<file path="src/rtl/joystick_mapper_nch.sv">
// Multi-channel joystick front end: per-bit sync + debounce, per-channel autofire and
// Kempston / Fuller / Sinclair P1/P2 / Cursor emulation onto the CPU port and keyboard columns.
module joystick_mapper_nch #(
   parameter int         NUM_CH        = 2,
   parameter int         DEB_BITS      = 4,
   parameter logic [7:0] JOYCONF_BASE  = 8'h06,
   parameter logic [7:0] KEMPSTON_ADDR = 8'h1F,
   parameter logic [7:0] FULLER_ADDR   = 8'h7F
) (
   input  logic                clk,
   input  logic                rst,
   input  logic [15:0]         a,
   input  logic                iorq_n,
   input  logic                rd_n,
   input  logic [7:0]          din,
   output logic [7:0]          dout,
   output logic                oe,
   input  logic [7:0]          zxuno_addr,
   input  logic                zxuno_regrd,
   input  logic                zxuno_regwr,
   input  logic [6*NUM_CH-1:0] joy_in,
   input  logic [4:0]          kbdcol_in,
   output logic [4:0]          kbdcol_out,
   input  logic                vertical_retrace_int_n
);
   localparam int NB = 6*NUM_CH;
   // Stable flips on the edge where the count would reach 2^DEB_BITS-1.
   localparam logic [DEB_BITS-1:0] DEB_LAST = DEB_BITS'((2**DEB_BITS) - 2);

   genvar gi;

   logic [NB-1:0] sync1_q, sync1_d, sync2_q, sync2_d;
   logic [NB-1:0] stable;
   logic [2:0]    vr_q, vr_d;   // {edge register, sync2, sync1}
   logic          tick;

   always_comb begin
      sync1_d = joy_in;
      sync2_d = sync1_q;
      vr_d    = {vr_q[1], vr_q[0], vertical_retrace_int_n};
   end

   always_ff @(posedge clk) begin
      if (rst) begin
         sync1_q <= '1;
         sync2_q <= '1;
         vr_q    <= 3'b111;
      end else begin
         sync1_q <= sync1_d;
         sync2_q <= sync2_d;
         vr_q    <= vr_d;
      end
   end

   assign tick = vr_q[1] & ~vr_q[2];

   for (gi = 0; gi < NB; gi++) begin : g_deb
      logic [DEB_BITS-1:0] cnt_q, cnt_d;
      logic                stable_q, stable_d, sample;

      assign sample = ~sync2_q[gi];

      always_comb begin
         cnt_d    = '0;
         stable_d = stable_q;
         if (sample != stable_q) begin
            if (cnt_q == DEB_LAST) stable_d = sample;
            else                   cnt_d    = cnt_q + DEB_BITS'(1);
         end
      end

      always_ff @(posedge clk) begin
         if (rst) begin
            cnt_q    <= '0;
            stable_q <= 1'b0;
         end else begin
            cnt_q    <= cnt_d;
            stable_q <= stable_d;
         end
      end

      assign stable[gi] = stable_q;
   end

   logic [7:0]        cfg     [NUM_CH];
   logic [7:0]        kemp_b  [NUM_CH];
   logic [7:0]        full_b  [NUM_CH];
   logic [4:0]        p1_b    [NUM_CH];
   logic [4:0]        p2_b    [NUM_CH];
   logic [4:0]        cur12_b [NUM_CH];
   logic [4:0]        cur11_b [NUM_CH];
   logic [NUM_CH-1:0] rd_hit;

   for (gi = 0; gi < NUM_CH; gi++) begin : g_ch
      localparam logic [7:0] CH_ADDR = 8'(JOYCONF_BASE + gi);
      localparam logic [7:0] CFG_RST = (gi == 0) ? 8'h01 : ((gi == 1) ? 8'h02 : 8'h00);

      logic [7:0] cfg_q, cfg_d;
      logic [3:0] af_cnt_q, af_cnt_d, af_last;
      logic       phase_q, phase_d, wr_hit;
      logic       j_r, j_l, j_d, j_u, j_f1, j_f2, j_f;

      assign {j_f2, j_f1, j_u, j_d, j_l, j_r} = stable[6*gi +: 6];
      assign wr_hit     = zxuno_regwr && (zxuno_addr == CH_ADDR);
      assign rd_hit[gi] = zxuno_regrd && (zxuno_addr == CH_ADDR);
      assign af_last    = (cfg_q[7:4] == 4'd0) ? 4'd0 : cfg_q[7:4] - 4'd1;
      assign j_f        = j_f1 & (phase_q | ~cfg_q[3]);

      // A config write or a released F1 overrides any simultaneous frame tick.
      always_comb begin
         cfg_d    = wr_hit ? din : cfg_q;
         af_cnt_d = af_cnt_q;
         phase_d  = phase_q;
         if (wr_hit || !j_f1) begin
            af_cnt_d = 4'd0;
            phase_d  = 1'b1;
         end else if (tick) begin
            if (af_cnt_q == af_last) begin
               af_cnt_d = 4'd0;
               phase_d  = ~phase_q;
            end else begin
               af_cnt_d = af_cnt_q + 4'd1;
            end
         end
      end

      always_ff @(posedge clk) begin
         if (rst) begin
            cfg_q    <= CFG_RST;
            af_cnt_q <= 4'd0;
            phase_q  <= 1'b1;
         end else begin
            cfg_q    <= cfg_d;
            af_cnt_q <= af_cnt_d;
            phase_q  <= phase_d;
         end
      end

      assign cfg[gi]     = cfg_q;
      assign kemp_b[gi]  = {2'b00, j_f2, j_f, j_u, j_d, j_l, j_r};
      assign full_b[gi]  = {~j_f, ~j_f2, 2'b11, ~j_r, ~j_l, ~j_d, ~j_u};
      assign p1_b[gi]    = {~j_l, ~j_r, ~j_d, ~j_u, ~j_f};
      assign p2_b[gi]    = {~j_f, ~j_u, ~j_d, ~j_r, ~j_l};
      assign cur12_b[gi] = {~j_d, ~j_u, ~j_r, ~j_f2, ~j_f};
      assign cur11_b[gi] = {~j_l, 4'b1111};
   end

   logic       port_rd, sel12, sel11;
   logic [7:0] kemp_acc, full_acc, cfg_rd;
   logic [4:0] kbd_acc;
   logic       unused_a;

   assign port_rd  = !iorq_n && !rd_n;
   assign sel12    = port_rd && !a[0] && !a[12];
   assign sel11    = port_rd && !a[0] && !a[11];
   assign unused_a = ^{a[15:13], a[10:8]};

   always_comb begin
      kemp_acc = 8'h00;
      full_acc = 8'hFF;
      cfg_rd   = 8'h00;
      kbd_acc  = kbdcol_in;
      for (int c = 0; c < NUM_CH; c++) begin
         if (rd_hit[c]) cfg_rd = cfg_rd | cfg[c];
         case (cfg[c][2:0])
            3'd1: kemp_acc = kemp_acc | kemp_b[c];
            3'd2: if (sel12) kbd_acc = kbd_acc & p1_b[c];
            3'd3: if (sel11) kbd_acc = kbd_acc & p2_b[c];
            3'd4: begin
               if (sel12) kbd_acc = kbd_acc & cur12_b[c];
               if (sel11) kbd_acc = kbd_acc & cur11_b[c];
            end
            3'd5: full_acc = full_acc & full_b[c];
            default: ;
         endcase
      end

      oe   = 1'b0;
      dout = 8'hFF;
      if (|rd_hit) begin
         oe   = 1'b1;
         dout = cfg_rd;
      end else if (port_rd && (a[7:0] == KEMPSTON_ADDR)) begin
         oe   = 1'b1;
         dout = kemp_acc;
      end else if (port_rd && (a[7:0] == FULLER_ADDR)) begin
         oe   = 1'b1;
         dout = full_acc;
      end
      kbdcol_out = kbd_acc;
   end
endmodule
</file>
<file path="config.mk">
export PLATFORM = sky130hd
export DESIGN_NAME = joystick_mapper_nch
export DESIGN_NICKNAME = d
export VERILOG_FILES = /design/src/rtl/joystick_mapper_nch.sv
export SDC_FILE = /design/constraint.sdc
export NUM_CORES = 1
export LEC_CHECK = 0
export CORE_MARGIN = 1.5
export CORE_UTILIZATION = 40
export CTS_BUF_LIST = sky130_fd_sc_hd__clkbuf_8 sky130_fd_sc_hd__clkbuf_16
export DETAILED_ROUTE_END_ITERATION = 8
export SYNTH_ARGS = -nofsm -noshare
export SYNTH_HDL_FRONTEND = slang
export SYNTH_SLANG_ARGS = --single-unit
</file>
<file path="constraint.sdc">
create_clock -name clk -period 5.1 [get_ports clk]
set_input_delay 1.02 -clock clk [delete_from_list [all_inputs] [get_ports clk]]
set_output_delay 1.02 -clock clk [all_outputs]
set_load 0.01 [all_outputs]
</file>
# Word-level counts from Yosys, hierarchy flattened
# Cells that the tools add are included.
# word_totals
ff_bits	113
in_bits	56
output_inout_bits	14
word_cells	224
# classes
add_sub_neg	16
n_eq_ne	40
n_mux	28
n_bitwise	57
reduce_logical	50
# ops
cell	count
adder 4 x 1 -> 4 bit, second input constant	14
two-way mux 8 bit	7
two-way mux 5 bit	10
== test 4 bit, second input constant	12
inverter 1 bit	41
AND 5 bit	8
OR reduction 3 bit	12
one-hot mux 5 bit (3 select lines)	2
AND reduction 2 bit	14
== test 8 x 3 -> 1 bit, second input constant	2
two-way mux 4 bit	4
== test 3 x 2 -> 1 bit, second input constant	4
== test 3 bit, second input constant	4
two-way mux 6 bit	2
inequality test 1 bit	12
logical AND 1 bit	10
AND 8 bit	1
== test 4 bit	2
== test 8 x 5 -> 1 bit, second input constant	1
== test 8 x 7 -> 1 bit, second input constant	1
logical NOT 4 bit	2
bitwise OR 8 bit	1
subtractor 4 x 1 -> 4 bit, second input constant	2
logical NOT 1 bit	7
7 further kinds	16

# Depth between registers and ports, before layout
# Gate-level depths: netlist (run 1).
# depth
depth_word	16
ltp_mapped	7
ltp_nobuf	5

# Worst setup path after synthesis (run 1)
# OpenSTA, ideal clock, no wires.
# synth_timing
path_kind	input port to output port
from	input a[4]
to	output dout[0]
arrival_ns	2.253
t_required_ns	4.080
setup_slack_ns	1.827
path_stages	5
path_cell_list	nand4_1 > or4_1 > nor3_2 > a221o_1 > o21ai_0
# synth_between
elab_chain_cells	5
elab_cells_between_ends	7
# synth_lines
element	line	text
start, declared	12	input logic [15:0] a,
== test 8 x 7 -> 1 bit	186	end else if (port_rd && (a[7:0] == FULLER_ADDR)) begin
logical AND 1 bit	186	
two-way mux 8 bit	186	
two-way mux 8 bit *	183	end else if (port_rd && (a[7:0] == KEMPSTON_ADDR)) begin
two-way mux 8 bit *	180	if (|rd_hit) begin
end, declared	16	output logic [7:0] dout,
# Mark *: on every way between the ends. The rest lies on a longest branch, timed or not.

# Worst setup path after layout (run 1)
# layout_timing
from	input rd_n
to	output kbdcol_out[0]
# layout_between
elab_chain_cells	15
elab_cells_between_ends	22
# layout_lines
element	line	text
start, declared	14	input logic rd_n,
logical NOT 1 bit *	153	assign port_rd = !iorq_n && !rd_n;
logical AND 1 bit *	153	
logical AND 1 bit *	154, 155	
logical AND 1 bit	154	assign sel12 = port_rd && !a[0] && !a[12];
two-way mux 5 bit	170	if (sel12) kbd_acc = kbd_acc & cur12_b[c];
two-way mux 5 bit	165	case (cfg[c][2:0])
AND 5 bit	171	if (sel11) kbd_acc = kbd_acc & cur11_b[c];
two-way mux 5 bit	171	
one-hot mux 5 bit (3 select lines)	165	
AND 5 bit	170	
two-way mux 5 bit	170	
two-way mux 5 bit	165	
AND 5 bit	171	
two-way mux 5 bit	171	
one-hot mux 5 bit (3 select lines) *	165	
end, declared	23	output logic [4:0] kbdcol_out,
# Mark *: on every way between the ends. The rest lies on a longest branch, timed or not. The select of a mux whose other input is x is not followed.

==> run_results.csv, run 1 <==
group,metric,value,unit
outcome,status,"finished clean",
sta,finalHoldViolCount,0,
global_route,antenna_found_initial,0,
clock_network,cts.path.max_buffers,2,
sta,worst_slack,0.658,ns
flow_run,max_cap_violations,0,
global_route,grt_overflow,0,
sta,min_period,4.44,ns
global_route,grt_pass1_vias,4056,
yosys,synth_edf_count,0,
drt,drt_first_pass_iters,5,
sta,tightest_slew,0.861,ns
clock_network,clock_latency,0.40,ns
cells_and_area,insertedDiodeCount,0,
placement,dp_hpwl,7860,um
clock_network,cts.clk_slew.worst_paths,0.05,ns
critical_path,critPathArrivalTime,3.42,ns
yosys,synth_seq_area_share,0.431,
clock_network,htree_levels,4,
floorplan,initial_core_util,0.412,
yosys,synthFlopType,"dfxtp_1",
yosys,avgSynthCellArea,9.17,sq um
yosys,synthArstFlopShare,0,
clock_network,cts_setup_buffers,0,
drt,drt_iter0_drc,195,
placement,dpl_worst_slack,0.646,ns
yosys,yosysUniqueCellTypes,59,
global_route,grt_max_degree,67,
power,leakage,2.59,nW
critical_path,cpLargestDelayFamily,"buffers and inverters",
placement,port_buffers,63,
drt,via_per_inst,5.05,
yosys,yosys_warnings,0,
sta,fin_worst_skew,0.00814,ns
critical_path,start_kind,"primary input",
critical_path,critPathRequiredTime,4.08,ns
drt,ant_nets,0,
floorplan,dieHeight,118,um
drt,wl_per_cell,13.2,um
clock_network,holdBufCountCts,0,
yosys,synth_top_area_cell,"dfxtp_1",
cells_and_area,areaGrowthSynthToFinish,25.6,%
sta,finalSetupViolations,0,
clock_network,cts_sinks,113,
sta,grt_setup_unrepaired,"false",
clock_network,cts_resized,0,
sta,fmax,0.225,GHz
sta,drv_slew,0,
clock_network,cts_tree,"yes",
floorplan,coreArea,12700,sq um
drt,dr_total_vias,4124,
yosys,synth_area,5250,sq um
yosys,ys_seq_elements,113,
floorplan,io_pins,70,
critical_path,endpoint_kind,"output pin",
sta,slew_headroom,0.425,
cells_and_area,fin_nets,714,
clock_network,numCtsBuffers,17,
sta,fin_tns_setup,0,ns
critical_path,crit_path_frequent_cell,"clkdlybuf4s50_1",
clock_network,root_buffer,"clkbuf_16",
critical_path,crit_buf_inv,2,
sta,period_share,0.871,
worst_hold_path,hold_path.class,"register to register",
global_route,track_usage,0.167,
yosys,synthesis.nets,654,
yosys,ys_top_cells_by_area,"dfxtp_1 (43%), nor2_1 (6.9%), ha_1 (6.2%)",
yosys,yosys.area.top_type_share,0.431,
floorplan,core.rowCount,41,
global_route,grt_pass1_wl,18800,um
critical_path,max_stage_delay,0.64,ns
critical_path,worstPathCellList,"clkdlybuf4s50_1, or4_1, a2111oi_0, a211oi_1, and3_1, clkdlybuf4s50_1",
power,ir_worst_vdd,0.234,mV
critical_path,crit_type,"primary input to output pin",
critical_path,crit_path_top_delay_cell,"or4_1",
drt,routed_wl,10800,um
power,p_per_area,325,nW/um^2
drt,remaining_drc_errors,0,
critical_path,crit_path_max_fanout,4,
cells_and_area,layout-drive-gt1-share,0.107,
yosys,netlist_instances,572,
floorplan,die_w,118,um
floorplan,die_area,13800,sq um
placement,gp_congestion,0.846,
[flip-flops by register name, indices dropped and copies added, names as in the netlist]
| signal | cells |
|---|---|
| g_ch.af_cnt_q | 8 |
| g_ch.cfg_q | 16 |
| g_ch.j_d | 2 |
| g_ch.j_f1 | 2 |
| g_ch.j_f2 | 2 |
| g_ch.j_l | 2 |
| g_ch.j_r | 2 |
| g_ch.j_u | 2 |
| g_ch.phase_q | 2 |
| g_deb.cnt_q | 48 |
| sync1_q | 12 |
| sync2_q | 12 |
| vr_q | 3 |
[cell usage after synthesis, drive strengths merged (3+ instances only)]
master / number
dfxtp: 113
nor2: 97
xor2: 31
or2: 30
ha: 26
mux2i: 23
inv: 21
nand2: 18
a211oi: 16
clkbuf: 16
nand3: 16
or3: 15
xnor2: 14
and3: 13
a21oi: 12
o21ai: 10
a22oi: 9
buf: 8
nand2b: 7
nor2b: 7
nor3: 7
a22o: 5
a221o: 4
and2: 3
nand4: 3
nor4: 3
nor4b: 3
o211a: 3
o21bai: 3
o22ai: 3
[per-stage QoR]
| stage | instance area, sq um | utilization | cells | hold slack (ns) | power, W |
|---|---|---|---|---|---|
| 2_1_floorplan | 5250 | - | 572 | 0.389 | 0.000954 |
| 3_3_place_gp | 6000 | 0.471 | 785 | 0.393 | 0.00101 |
| 3_5_place_dp | 6000 | 0.471 | 785 | 0.394 | 0.00101 |
| 4_1_cts | 6590 | 0.518 | 817 | 0.404 | 0.00217 |
| 5_1_grt | 6590 | 0.518 | 817 | 0.420 | 0.00222 |
| 6_report | 6590 | 0.518 | 817 | 0.405 | 0.00214 |
[power by group]
part | switching (W) | total, W | internal (W)
clock network | 0.000388 | 0.00115 | 0.000763
registers | 0.00000668 | 0.000904 | 0.000897
logic | 0.0000325 | 0.0000857 | 0.0000532
[kinds of logic after synthesis]
kind of cell,count (synthesis),synth area share
simple gates,233,0.226
flops,113,0.431
compound gates,87,0.126
xor+xnor,45,0.0751
buf+inv,45,0.0353
fa+ha+maj,26,0.0620
mux,23,0.0439
[path summary, 6_finish.rpt]
kind | end | slack [ns] | startpoint | depth (start not counted)
hold / removal | sync2_q[11] | 0.40 | sync1_q[11] | 1
setup reg to reg | g_ch[1].af_cnt_q[3] | 3.04 | vr_q[1] | 5
hold reg to reg | sync2_q[11] | 0.40 | sync1_q[11] | 1
setup / recovery | kbdcol_out[0] | 0.66 | rd_n | 6
[layout by cell type, fill, tap and decap left out, types with 3 or more instances in the layout]
master,count
dfxtp_1,113
and3_1,13
a221o_1,4
and2_1,3
nor2b_1,7
nand3_1,16
o21bai_1,3
ha_1,26
xor2_1,31
nor3_1,6
clkinv_2,3
xnor2_1,14
a22o_1,5
or2_2,29
mux2i_1,23
o21ai_0,10
a22oi_1,9
nand2b_1,7
o211a_1,3
clkbuf_8,4
nor4b_1,3
nor2_1,97
a211oi_1,16
clkinvlp_4,4
clkdlybuf4s50_1,62
clkbuf_16,17
a21oi_1,12
or3_1,15
nand4_1,3
nand2_1,18
inv_1,23
[final cells by class]
cell class,instances,area [sq um]
clock buffers,21,480
clock inverters,11,113
fillers,1202,6130
inverters,21,78.8
multi-input cells,414,2800
flip-flops and latches,113,2260
well taps,172,215
repair buffers,65,641
[worst register-to-register path, cell delays in order, from the launching register on]
cell and delay (ns):
dfxtp_1 0.31, nor2b_1 0.69, nor4b_1 0.30, o22ai_1 0.14
o2111ai_1 0.39, nor2_1 0.10
[per-layer routing]
| layer | GRT usage | up-vias | routed length, um |
|---|---|---|---|
| li1 | - | 2108 | - |
| met1 | 0.210 | 1897 | 5050 |
| met2 | 0.271 | 102 | 4990 |
| met3 | 0.0465 | 17 | 552 |
| met4 | 0.0663 | 0 | 207 |
| met5 | 0 | - | 0 |
Power figures use the tool's default switching activity.
==> run 2: changes to the inputs <==
- ABC_CLOCK_PERIOD_IN_PS: unset -> 5100
- SLEW_MARGIN: unset -> 20
==> results of run 2 <==
Final layout, timing and power as in run 1 (identical DEF).
